File: config.mk
export PLATFORM = sky130hd
export DESIGN_NAME = fir_mac_sequencer_flat
export DESIGN_NICKNAME = d
export VERILOG_FILES = /design/src/rtl/fir_mac_sequencer_if.sv /design/src/rtl/fir_mac_sequencer.sv /design/src/flat_wrapper.sv
export SDC_FILE = /design/constraint.sdc
export NUM_CORES = 2
export LEC_CHECK = 0
export CORE_UTILIZATION = 50
export DETAILED_ROUTE_END_ITERATION = 16
export HOLD_SLACK_MARGIN = 0.02
export PLACE_DENSITY_LB_ADDON = 0.25
export SLEW_MARGIN = 25
export SYNTH_ARGS = -nofsm -noshare
export SYNTH_HDL_FRONTEND = slang
export SYNTH_SLANG_ARGS = --single-unit
File: constraint.sdc
create_clock -name clk -period 16.85 [get_ports clk]
set_input_delay 4.2125 -clock clk [delete_from_list [all_inputs] [get_ports clk]]
set_output_delay 4.2125 -clock clk [all_outputs]
set_load 0.02 [all_outputs]
File: src/rtl/fir_mac_sequencer_if.sv
// Bundle between the sample source/coefficient loader and the FIR MAC
// sequencer.
//
// Signals:
//   in_valid/in_ready/in   : sample stream into the filter
//   coef_we/addr/data      : coefficient register write port
//   out_valid/out          : filtered result, out_valid is a one-cycle pulse
//   busy                   : filter is computing (MAC or DONE)
//
// Handshake: a sample transfers on a rising clock edge where both in_valid
// and in_ready are high. The source may raise in_valid at any time and must
// keep in stable while in_valid is high and in_ready is low. in_ready does not
// depend on in_valid. out_valid has no ready; the consumer must take the
// result in the cycle it pulses (out also holds its value afterwards).
interface fir_mac_sequencer_if #(
  parameter int TAPS   = 8,
  parameter int COEF_W = 16
);
  logic                      in_valid;
  logic                      in_ready;
  logic signed [31:0]        in;
  logic                      coef_we;
  logic [$clog2(TAPS)-1:0]   coef_addr;
  logic signed [COEF_W-1:0]  coef_data;
  logic                      out_valid;
  logic signed [31:0]        out;
  logic                      busy;

  modport master (
    output in_valid, in, coef_we, coef_addr, coef_data,
    input  in_ready, out_valid, out, busy
  );

  modport slave (
    input  in_valid, in, coef_we, coef_addr, coef_data,
    output in_ready, out_valid, out, busy
  );
endinterface

File: src/rtl/fir_mac_sequencer.sv
// Time-multiplexed FIR filter: a circular delay line of TAPS samples, a
// coefficient bank, and one shared multiply-accumulate unit sequenced one tap
// per cycle. One sample in, one saturated result out per TAPS+2 cycles.
//
// Ports:
//   clk          : system clock
//   nRst         : asynchronous reset, active-high (1 = in reset)
//   bus          : sample / coefficient / result bundle (slave side)
//   dbg_state_o  : current FSM state (0 IDLE, 1 MAC, 2 DONE)
module fir_mac_sequencer #(
  parameter int TAPS   = 8,
  parameter int COEF_W = 16,
  parameter int SHIFT  = 15,
  parameter int ACC_W  = 32 + COEF_W + $clog2(TAPS)
) (
  input  logic               clk,
  input  logic               nRst,
  fir_mac_sequencer_if.slave bus,
  output logic [1:0]         dbg_state_o
);
  localparam int KW = $clog2(TAPS);
  localparam int PW = 32 + COEF_W;
  localparam logic [KW-1:0] K_LAST = KW'(TAPS - 1);

  typedef enum logic [1:0] {
    S_IDLE = 2'd0,
    S_MAC  = 2'd1,
    S_DONE = 2'd2
  } state_e;

  state_e                   state_q, state_d;
  logic [KW-1:0]            wr_ptr_q, wr_ptr_d;
  logic [KW-1:0]            k_q, k_d;
  logic signed [ACC_W-1:0]  acc_q, acc_d;
  logic signed [31:0]       dline_q [TAPS];
  logic signed [31:0]       dline_d [TAPS];
  logic signed [COEF_W-1:0] coef_q [TAPS];
  logic signed [COEF_W-1:0] coef_d [TAPS];
  logic signed [31:0]       out_q, out_d;
  logic                     out_valid_q, out_valid_d;

  logic                     accept;
  logic [KW-1:0]            rd_idx;
  logic signed [PW-1:0]     coef_ext, samp_ext, prod;
  logic signed [ACC_W-1:0]  prod_ext, shifted;
  logic [ACC_W-32:0]        upper;
  logic signed [31:0]       sat;

  // in_ready is forced low while reset is held, even though the state
  // register already reads IDLE.
  assign bus.in_ready  = (state_q == S_IDLE) && !nRst;
  assign accept        = bus.in_ready && bus.in_valid;
  assign bus.busy      = (state_q == S_MAC) || (state_q == S_DONE);
  assign bus.out       = out_q;
  assign bus.out_valid = out_valid_q;
  assign dbg_state_o   = state_q;

  // Tap k reads x[n-k]; the pointer subtraction wraps modulo TAPS because
  // TAPS is a power of two.
  assign rd_idx   = wr_ptr_q - k_q;
  assign coef_ext = {{(PW - COEF_W){coef_q[k_q][COEF_W-1]}}, coef_q[k_q]};
  assign samp_ext = {{(PW - 32){dline_q[rd_idx][31]}}, dline_q[rd_idx]};
  assign prod     = coef_ext * samp_ext;
  assign prod_ext = {{(ACC_W - PW){prod[PW-1]}}, prod};

  // Saturate: the shifted value fits in 32 bits only if all bits from 31 up
  // agree with the sign.
  assign shifted = acc_q >>> SHIFT;
  assign upper   = shifted[ACC_W-1:31];
  always_comb begin
    sat = shifted[31:0];
    if (!((&upper) || !(|upper))) begin
      sat = shifted[ACC_W-1] ? 32'sh8000_0000 : 32'sh7FFF_FFFF;
    end
  end

  always_comb begin
    state_d     = state_q;
    wr_ptr_d    = wr_ptr_q;
    k_d         = k_q;
    acc_d       = acc_q;
    out_d       = out_q;
    out_valid_d = 1'b0;
    dline_d     = dline_q;
    coef_d      = coef_q;

    // Writes outside IDLE are dropped so a computation sees stable taps.
    if ((state_q == S_IDLE) && bus.coef_we) begin
      coef_d[bus.coef_addr] = bus.coef_data;
    end

    case (state_q)
      S_IDLE: begin
        if (accept) begin
          dline_d[wr_ptr_q] = bus.in;
          acc_d             = '0;
          k_d               = '0;
          state_d           = S_MAC;
        end
      end
      S_MAC: begin
        acc_d = acc_q + prod_ext;
        k_d   = k_q + 1'b1;
        if (k_q == K_LAST) begin
          state_d = S_DONE;
        end
      end
      S_DONE: begin
        out_d       = sat;
        out_valid_d = 1'b1;
        wr_ptr_d    = wr_ptr_q + 1'b1;
        state_d     = S_IDLE;
      end
      default: state_d = S_IDLE;
    endcase
  end

  always_ff @(posedge clk or posedge nRst) begin
    if (nRst) begin
      state_q     <= S_IDLE;
      wr_ptr_q    <= '0;
      k_q         <= '0;
      acc_q       <= '0;
      out_q       <= '0;
      out_valid_q <= 1'b0;
      for (int i = 0; i < TAPS; i++) begin
        dline_q[i] <= '0;
        coef_q[i]  <= '0;
      end
    end else begin
      state_q     <= state_d;
      wr_ptr_q    <= wr_ptr_d;
      k_q         <= k_d;
      acc_q       <= acc_d;
      out_q       <= out_d;
      out_valid_q <= out_valid_d;
      dline_q     <= dline_d;
      coef_q      <= coef_d;
    end
  end
endmodule
File: src/flat_wrapper.sv
// flat-port wrapper written by rule: the top's interface ports become plain ports
module fir_mac_sequencer_flat 
#(
  parameter int TAPS   = 8,
  parameter int COEF_W = 16,
  parameter int SHIFT  = 15,
  parameter int ACC_W  = 32 + COEF_W + $clog2(TAPS)
)
  (clk, nRst, dbg_state_o, bus_in_valid, bus_in, bus_coef_we, bus_coef_addr, bus_coef_data, bus_in_ready, bus_out_valid, bus_out, bus_busy);
  fir_mac_sequencer_if #(.TAPS(TAPS), .COEF_W(COEF_W)) bus_i ();
  input  logic clk;
  input  logic nRst;
  output logic [1:0] dbg_state_o;
  input wire logic [$bits(bus_i.in_valid)-1:0] bus_in_valid;
  input wire logic [$bits(bus_i.in)-1:0] bus_in;
  input wire logic [$bits(bus_i.coef_we)-1:0] bus_coef_we;
  input wire logic [$bits(bus_i.coef_addr)-1:0] bus_coef_addr;
  input wire logic [$bits(bus_i.coef_data)-1:0] bus_coef_data;
  output wire logic [$bits(bus_i.in_ready)-1:0] bus_in_ready;
  output wire logic [$bits(bus_i.out_valid)-1:0] bus_out_valid;
  output wire logic [$bits(bus_i.out)-1:0] bus_out;
  output wire logic [$bits(bus_i.busy)-1:0] bus_busy;
  assign bus_i.in_valid = bus_in_valid;
  assign bus_i.in = bus_in;
  assign bus_i.coef_we = bus_coef_we;
  assign bus_i.coef_addr = bus_coef_addr;
  assign bus_i.coef_data = bus_coef_data;
  assign bus_in_ready = bus_i.in_ready;
  assign bus_out_valid = bus_i.out_valid;
  assign bus_out = bus_i.out;
  assign bus_busy = bus_i.busy;
  fir_mac_sequencer #(.TAPS(TAPS), .COEF_W(COEF_W), .SHIFT(SHIFT), .ACC_W(ACC_W)) u_core (.clk(clk), .nRst(nRst), .bus(bus_i), .dbg_state_o(dbg_state_o));
endmodule
Yosys cells after proc, flatten, opt, wreduce, memory -nomap -nowiden
Index checks and enable logic that the tools add are counted.
{"block": "classes", "add_sub_neg": 4, "n_mul": 1, "order_cmp": 6, "eq_ne": 5, "muxes": 22, "n_bitwise": 4, "reduce_logical": 16}
{"operator": "bitwise mux 256 bit", "count": 1}
{"operator": "two-way mux 32 bit", "count": 5}
{"operator": "bitwise mux 128 bit", "count": 1}
{"operator": "one-hot mux 51 bit (2 select lines)", "count": 1}
{"operator": "binary-select mux 32 bit (select 3 bit)", "count": 1}
{"operator": "demux 32 bit (select 3 bit)", "count": 1}
{"operator": "adder 51 x 48 -> 51 bit", "count": 1}
{"operator": "two-way mux 51 bit", "count": 1}
{"operator": "binary-select mux 16 bit (select 3 bit)", "count": 1}
{"operator": "demux 16 bit (select 3 bit)", "count": 1}
{"operator": "multiplier 16 x 32 -> 48 bit", "count": 1}
{"operator": "two-way mux 16 bit", "count": 3}
{"operator": ">= comparator 4 bit, second input constant", "count": 4}
{"operator": "NOT 3 -> 4 bit", "count": 4}
{"operator": "less-than comparator 4 x 1 -> 1 bit, second input constant", "count": 2}
{"operator": "adder 3 x 1 -> 3 bit, second input constant", "count": 2}
{"operator": "one-hot mux 3 bit (2 select lines)", "count": 1}
{"operator": "AND reduction 2 bit", "count": 3}
{"operator": "logical AND 1 bit", "count": 5}
{"operator": "AND reduction 5 bit", "count": 1}
{"operator": "OR reduction 5 bit", "count": 1}
{"operator": "two-way mux 2 bit", "count": 2}
{"operator": "one-hot mux 2 bit (2 select lines)", "count": 1}
{"operator": "equality test 3 bit, second input constant", "count": 1}
{"operator": "11 further kinds", "count": 13}
{"block": "totals", "ff_bits": 476, "input_bits": 55, "wordCells": 80}

Longest topological paths before layout
{"block": "depth", "ltp_word": 8, "depth_mapped": 34, "ltp_nobuf": 32}

Worst setup path before layout
No wires, ideal clock.
{"block": "synth_timing", "kind": "input -> register", "start": "input port nRst", "end": "register u_core.dline_q[128] in the netlist's numbering", "setup_time_ns": 0.125, "arrival_time_ns": 16.449, "t_required_ns": 16.725, "slack_ns": 0.276, "stages": 6, "path_buffers": 1, "cell_sequence": "inv_1 > and3_1 > nand2_1 > nor3b_1 > clkbuf_1 > mux2_2"}
{"block": "synth_between", "elab_chain_len": 4}
{"element": "start, declared", "line": "flat_wrapper.sv:12", "rtl": "input logic nRst;"}
{"element": "zero test 1 bit", "line": "fir_mac_sequencer.sv:51", "rtl": "assign bus.in_ready = (state_q == S_IDLE) && !nRst;"}
{"element": "logical AND 1 bit", "line": "fir_mac_sequencer.sv:51"}
{"element": "logical AND 1 bit", "line": "fir_mac_sequencer.sv:52", "rtl": "assign accept = bus.in_ready && bus.in_valid;"}
{"element": "AND reduction 2 bit (no line)"}
{"element": "end signal, assigned", "line": "fir_mac_sequencer.sv:137", "rtl": "dline_q <= dline_d;"}
{"element": "end, declared", "line": "fir_mac_sequencer.sv:35", "rtl": "logic signed [31:0] dline_q [TAPS];"}
Every way passes these cells.
A chain may end at the register's enable or synchronous reset.

Worst setup path after layout
{"block": "layout_timing", "start": "register u_core.wr_ptr_q[0]", "end": "register u_core.acc_q[47]"}
{"block": "layout_between", "elab_chain_len": 8}
{"element": "start, declared", "line": "fir_mac_sequencer.sv:32", "rtl": "logic [KW-1:0] wr_ptr_q, wr_ptr_d;"}
{"element": "start signal, assigned", "line": "fir_mac_sequencer.sv:132", "rtl": "wr_ptr_q <= wr_ptr_d;"}
{"element": "subtractor 3 bit", "line": "fir_mac_sequencer.sv:60", "rtl": "assign rd_idx = wr_ptr_q - k_q;"}
{"element": "NOT 3 -> 4 bit (implied by the code)", "line": "fir_mac_sequencer.sv:62", "rtl": "assign samp_ext = {{(PW - 32){dline_q[rd_idx][31]}}, dline_q[rd_idx]};"}
{"element": "binary-select mux 32 bit (select 3 bit)", "line": "fir_mac_sequencer.sv:62"}
{"element": "two-way mux 32 bit (implied by the code) (2 in a row)", "line": "fir_mac_sequencer.sv:62"}
{"element": "multiplier 16 x 32 -> 48 bit", "line": "fir_mac_sequencer.sv:63", "rtl": "assign prod = coef_ext * samp_ext;"}
{"element": "adder 51 x 48 -> 51 bit", "line": "fir_mac_sequencer.sv:102", "rtl": "acc_d = acc_q + prod_ext;"}
{"element": "one-hot mux 51 bit (2 select lines)", "line": "fir_mac_sequencer.sv:92", "rtl": "case (state_q)"}
{"element": "end signal, assigned", "line": "fir_mac_sequencer.sv:123", "rtl": "acc_q <= '0;"}
{"element": "end signal, assigned", "line": "fir_mac_sequencer.sv:134", "rtl": "acc_q <= acc_d;"}
{"element": "end, declared", "line": "fir_mac_sequencer.sv:34", "rtl": "logic signed [ACC_W-1:0] acc_q, acc_d;"}
Every way passes these cells. The select of a mux whose other input is x is not followed.

==> flow_summary.toml <==
[place]
dp_hpwl_um = 72600
dpl.cell_count = 4562
port-buffer-count = 91
place.gp.congestion = 0.956

[timing]
final_hold_viol_count = 0
report.final.slew_viol_count = 0
rsz0062_at_grt = "false"
finalSetupViolations = 0
fin_crit_ns = 10.03
skew_ns = 0.0307
clock.fmax_ghz = 0.0997
timing.setup.tns_ns = 0
hold_ws_ns = 0.501
slew_headroom = 0.278
fin_crit_sh = 0.595
tightestPinTransition_ns = 1.05

[critical_path]
start_kind = "flip-flop"
crit_type = "reg2reg"
slowest_stage = "mux2i_1"
max_stage_delay_ns = 0.70
worstPathMaxFanout = 45
cp_data_arrival_time_ns = 10.51
crit_path_end_kind = "flip-flop"
ff2ff_path_depth = 32
crit_required_ns = 17.33

[cts]
insertion_delay_ns = 0.62
postCtsSetupRepairBufs = 0
path_clk_slew_ns = 0.06
cts-root-buf = "clkbuf_16"
cts_hold_buf = 0
htree_levels = 2
cts_made_buffers = 52
cts.sinks = 476
clock_path_buffers = 3
cts_tree = "built"
cts_resized = 0

[floorplanning]
row_count = 103
die_area_um2 = 81200
die_h_um = 285
initial_core_util = 0.506
core-area_um2 = 79100
die_width_um = 285
ioPinCount = 92

[run]
maxCapViolations = 0

[run_status]
status = "finished clean"

[logic_synthesis]
synthFlopType = "dfrtp_1"
synth_fa_ha_area_frac = 0.320
synth-compound-area-share = 0.0443
syn_area_um2 = 40100
yosys_warnings = 0
synthDominantCellAreaShare = 0.297
synth_mux_area_frac = 0.182
synth_edf_count = 0
synth_top_area_cell = "dfrtp_1"
synth_commonest_cells = "inv_1 (639), fa_1 (551), dfrtp_1 (476)"
seq_area_frac_synth = 0.297
syn_inst = 3528
syn-num-nets = 4278
synthSimpleGateAreaFrac = 0.0687
synth_cell_types = 64
yosysMostFrequentCell = "inv_1"
synth.avg_cell_area_um2 = 11.4
synthXorXnorAreaFrac = 0.0122
synthTopCellsByArea = "dfrtp_1 (30%), fa_1 (28%), mux2_2 (12%)"
ys_ff_latch = 476
synth_top_family_by_area = "adder cells"
async_flop_share = 1.00

[route]
wl_um = 97600
drc = 0
ant_nets = 0
highest_layer = "met4"
drtPass1Iterations = 5
dr_wl_met3_um = 6530
via_per_inst = 5.53
vias = 25777
drt_iter0_markers = 1852
avgRoutedWirePerCell_um = 20.9
met2_length_um = 43500
wl_met1_um = 45800

[final_layout]
area_delta_synth_final_pct = 9.75
fin_nets = 4317
instances_no_fill = 4661
drive_gt1_frac = 0.193

[grt]
antenna_found_initial = 3
grt_usage = 0.253
first_global_vias = 27649
grt_max_degree = 79
grt_pass1_wl_um = 161000
grt.overflow.total = 0

[worst_hold_path]
whs_path_depth = 1
hold_class = "reg2reg"
## cells by family after synthesis
family                   count (synthesis)
multiplexers                           557
flip-flops                             476
XOR/XNOR                                55
AO/OA/AOI/OAI                          270
AND/OR/NAND/NOR                        683
adder cells (fa/ha/maj)                695
buffers and inverters                  792
## layout make-up
type                    instances  area, um2
fillers                      6780      35200
multi-input cells            2260      25300
flip-flops and latches        476      11900
inverters                     640       2410
clock buffers                  76       1550
well taps                    1050       1310
repair buffers                137       1280
clock inverters                21        193
diodes                          1       2.50
## worst paths after layout
check | start | end | slack (ns)
max | u_core.wr_ptr_q[0] | u_core.acc_q[47] | 6.82
min | u_core.dline_q[107] | u_core.dline_q[107] | 0.50
max reg2reg | u_core.wr_ptr_q[0] | u_core.acc_q[47] | 6.82
min reg2reg | u_core.dline_q[107] | u_core.dline_q[107] | 0.50
max in group asynchronous | nRst | u_core.dline_q[245] | 9.95
min in group asynchronous | nRst | u_core.coef_q[105] | 4.18
## critical path, delay by kind of cell (launching register included)
family | cells | cell delay (ns)
adder cells (fa/ha/maj) | 9 | 4.00
AO/OA/AOI/OAI | 5 | 1.05
flip-flops | 1 | 0.44
multiplexers | 2 | 1.31
XOR/XNOR | 2 | 0.64
AND/OR/NAND/NOR | 6 | 1.12
buffers and inverters | 8 | 1.24
## layer usage
metal,track usage,up-vias
met3,0.0470,126
li1,-,11353
met5,0,-
met4,0.0547,0
met2,0.379,775
met1,0.384,13523
## state kept, by name, summed over array words and instances (netlist names)
name,flops
u_core.acc_q,51
u_core.k_q,3
u_core.dline_q,256
u_core.bus.out_valid,1
u_core.dbg_state_o,2
u_core.coef_q,128
u_core.wr_ptr_q,3
u_core.bus.out,32
## stage by stage
stage	worst slack [ns]	util	area, um2
floorplan	3.46	-	40100
global placement	6.66	0.533	42200
detailed placement	6.59	0.533	42200
CTS	6.57	0.555	43900
global route	6.24	0.556	44000
finish	6.82	0.556	44000
## cells in the final DEF, fill, tap and decap left out, types with 31 or more instances in the layout
master,n
nand2_1,331
mux2_2,426
clkbuf_16,52
o21ai_0,94
inv_1,638
a21oi_1,42
fa_1,550
ha_1,142
mux4_2,96
o211ai_1,33
dfrtp_1,475
a21o_1,31
buf_4,44
nor2_1,269
clkdlybuf4s50_1,91
Power is left out: the tool's default activity adds up to more than one toggle a clock period on the data nets, which glitch-free logic cannot reach.
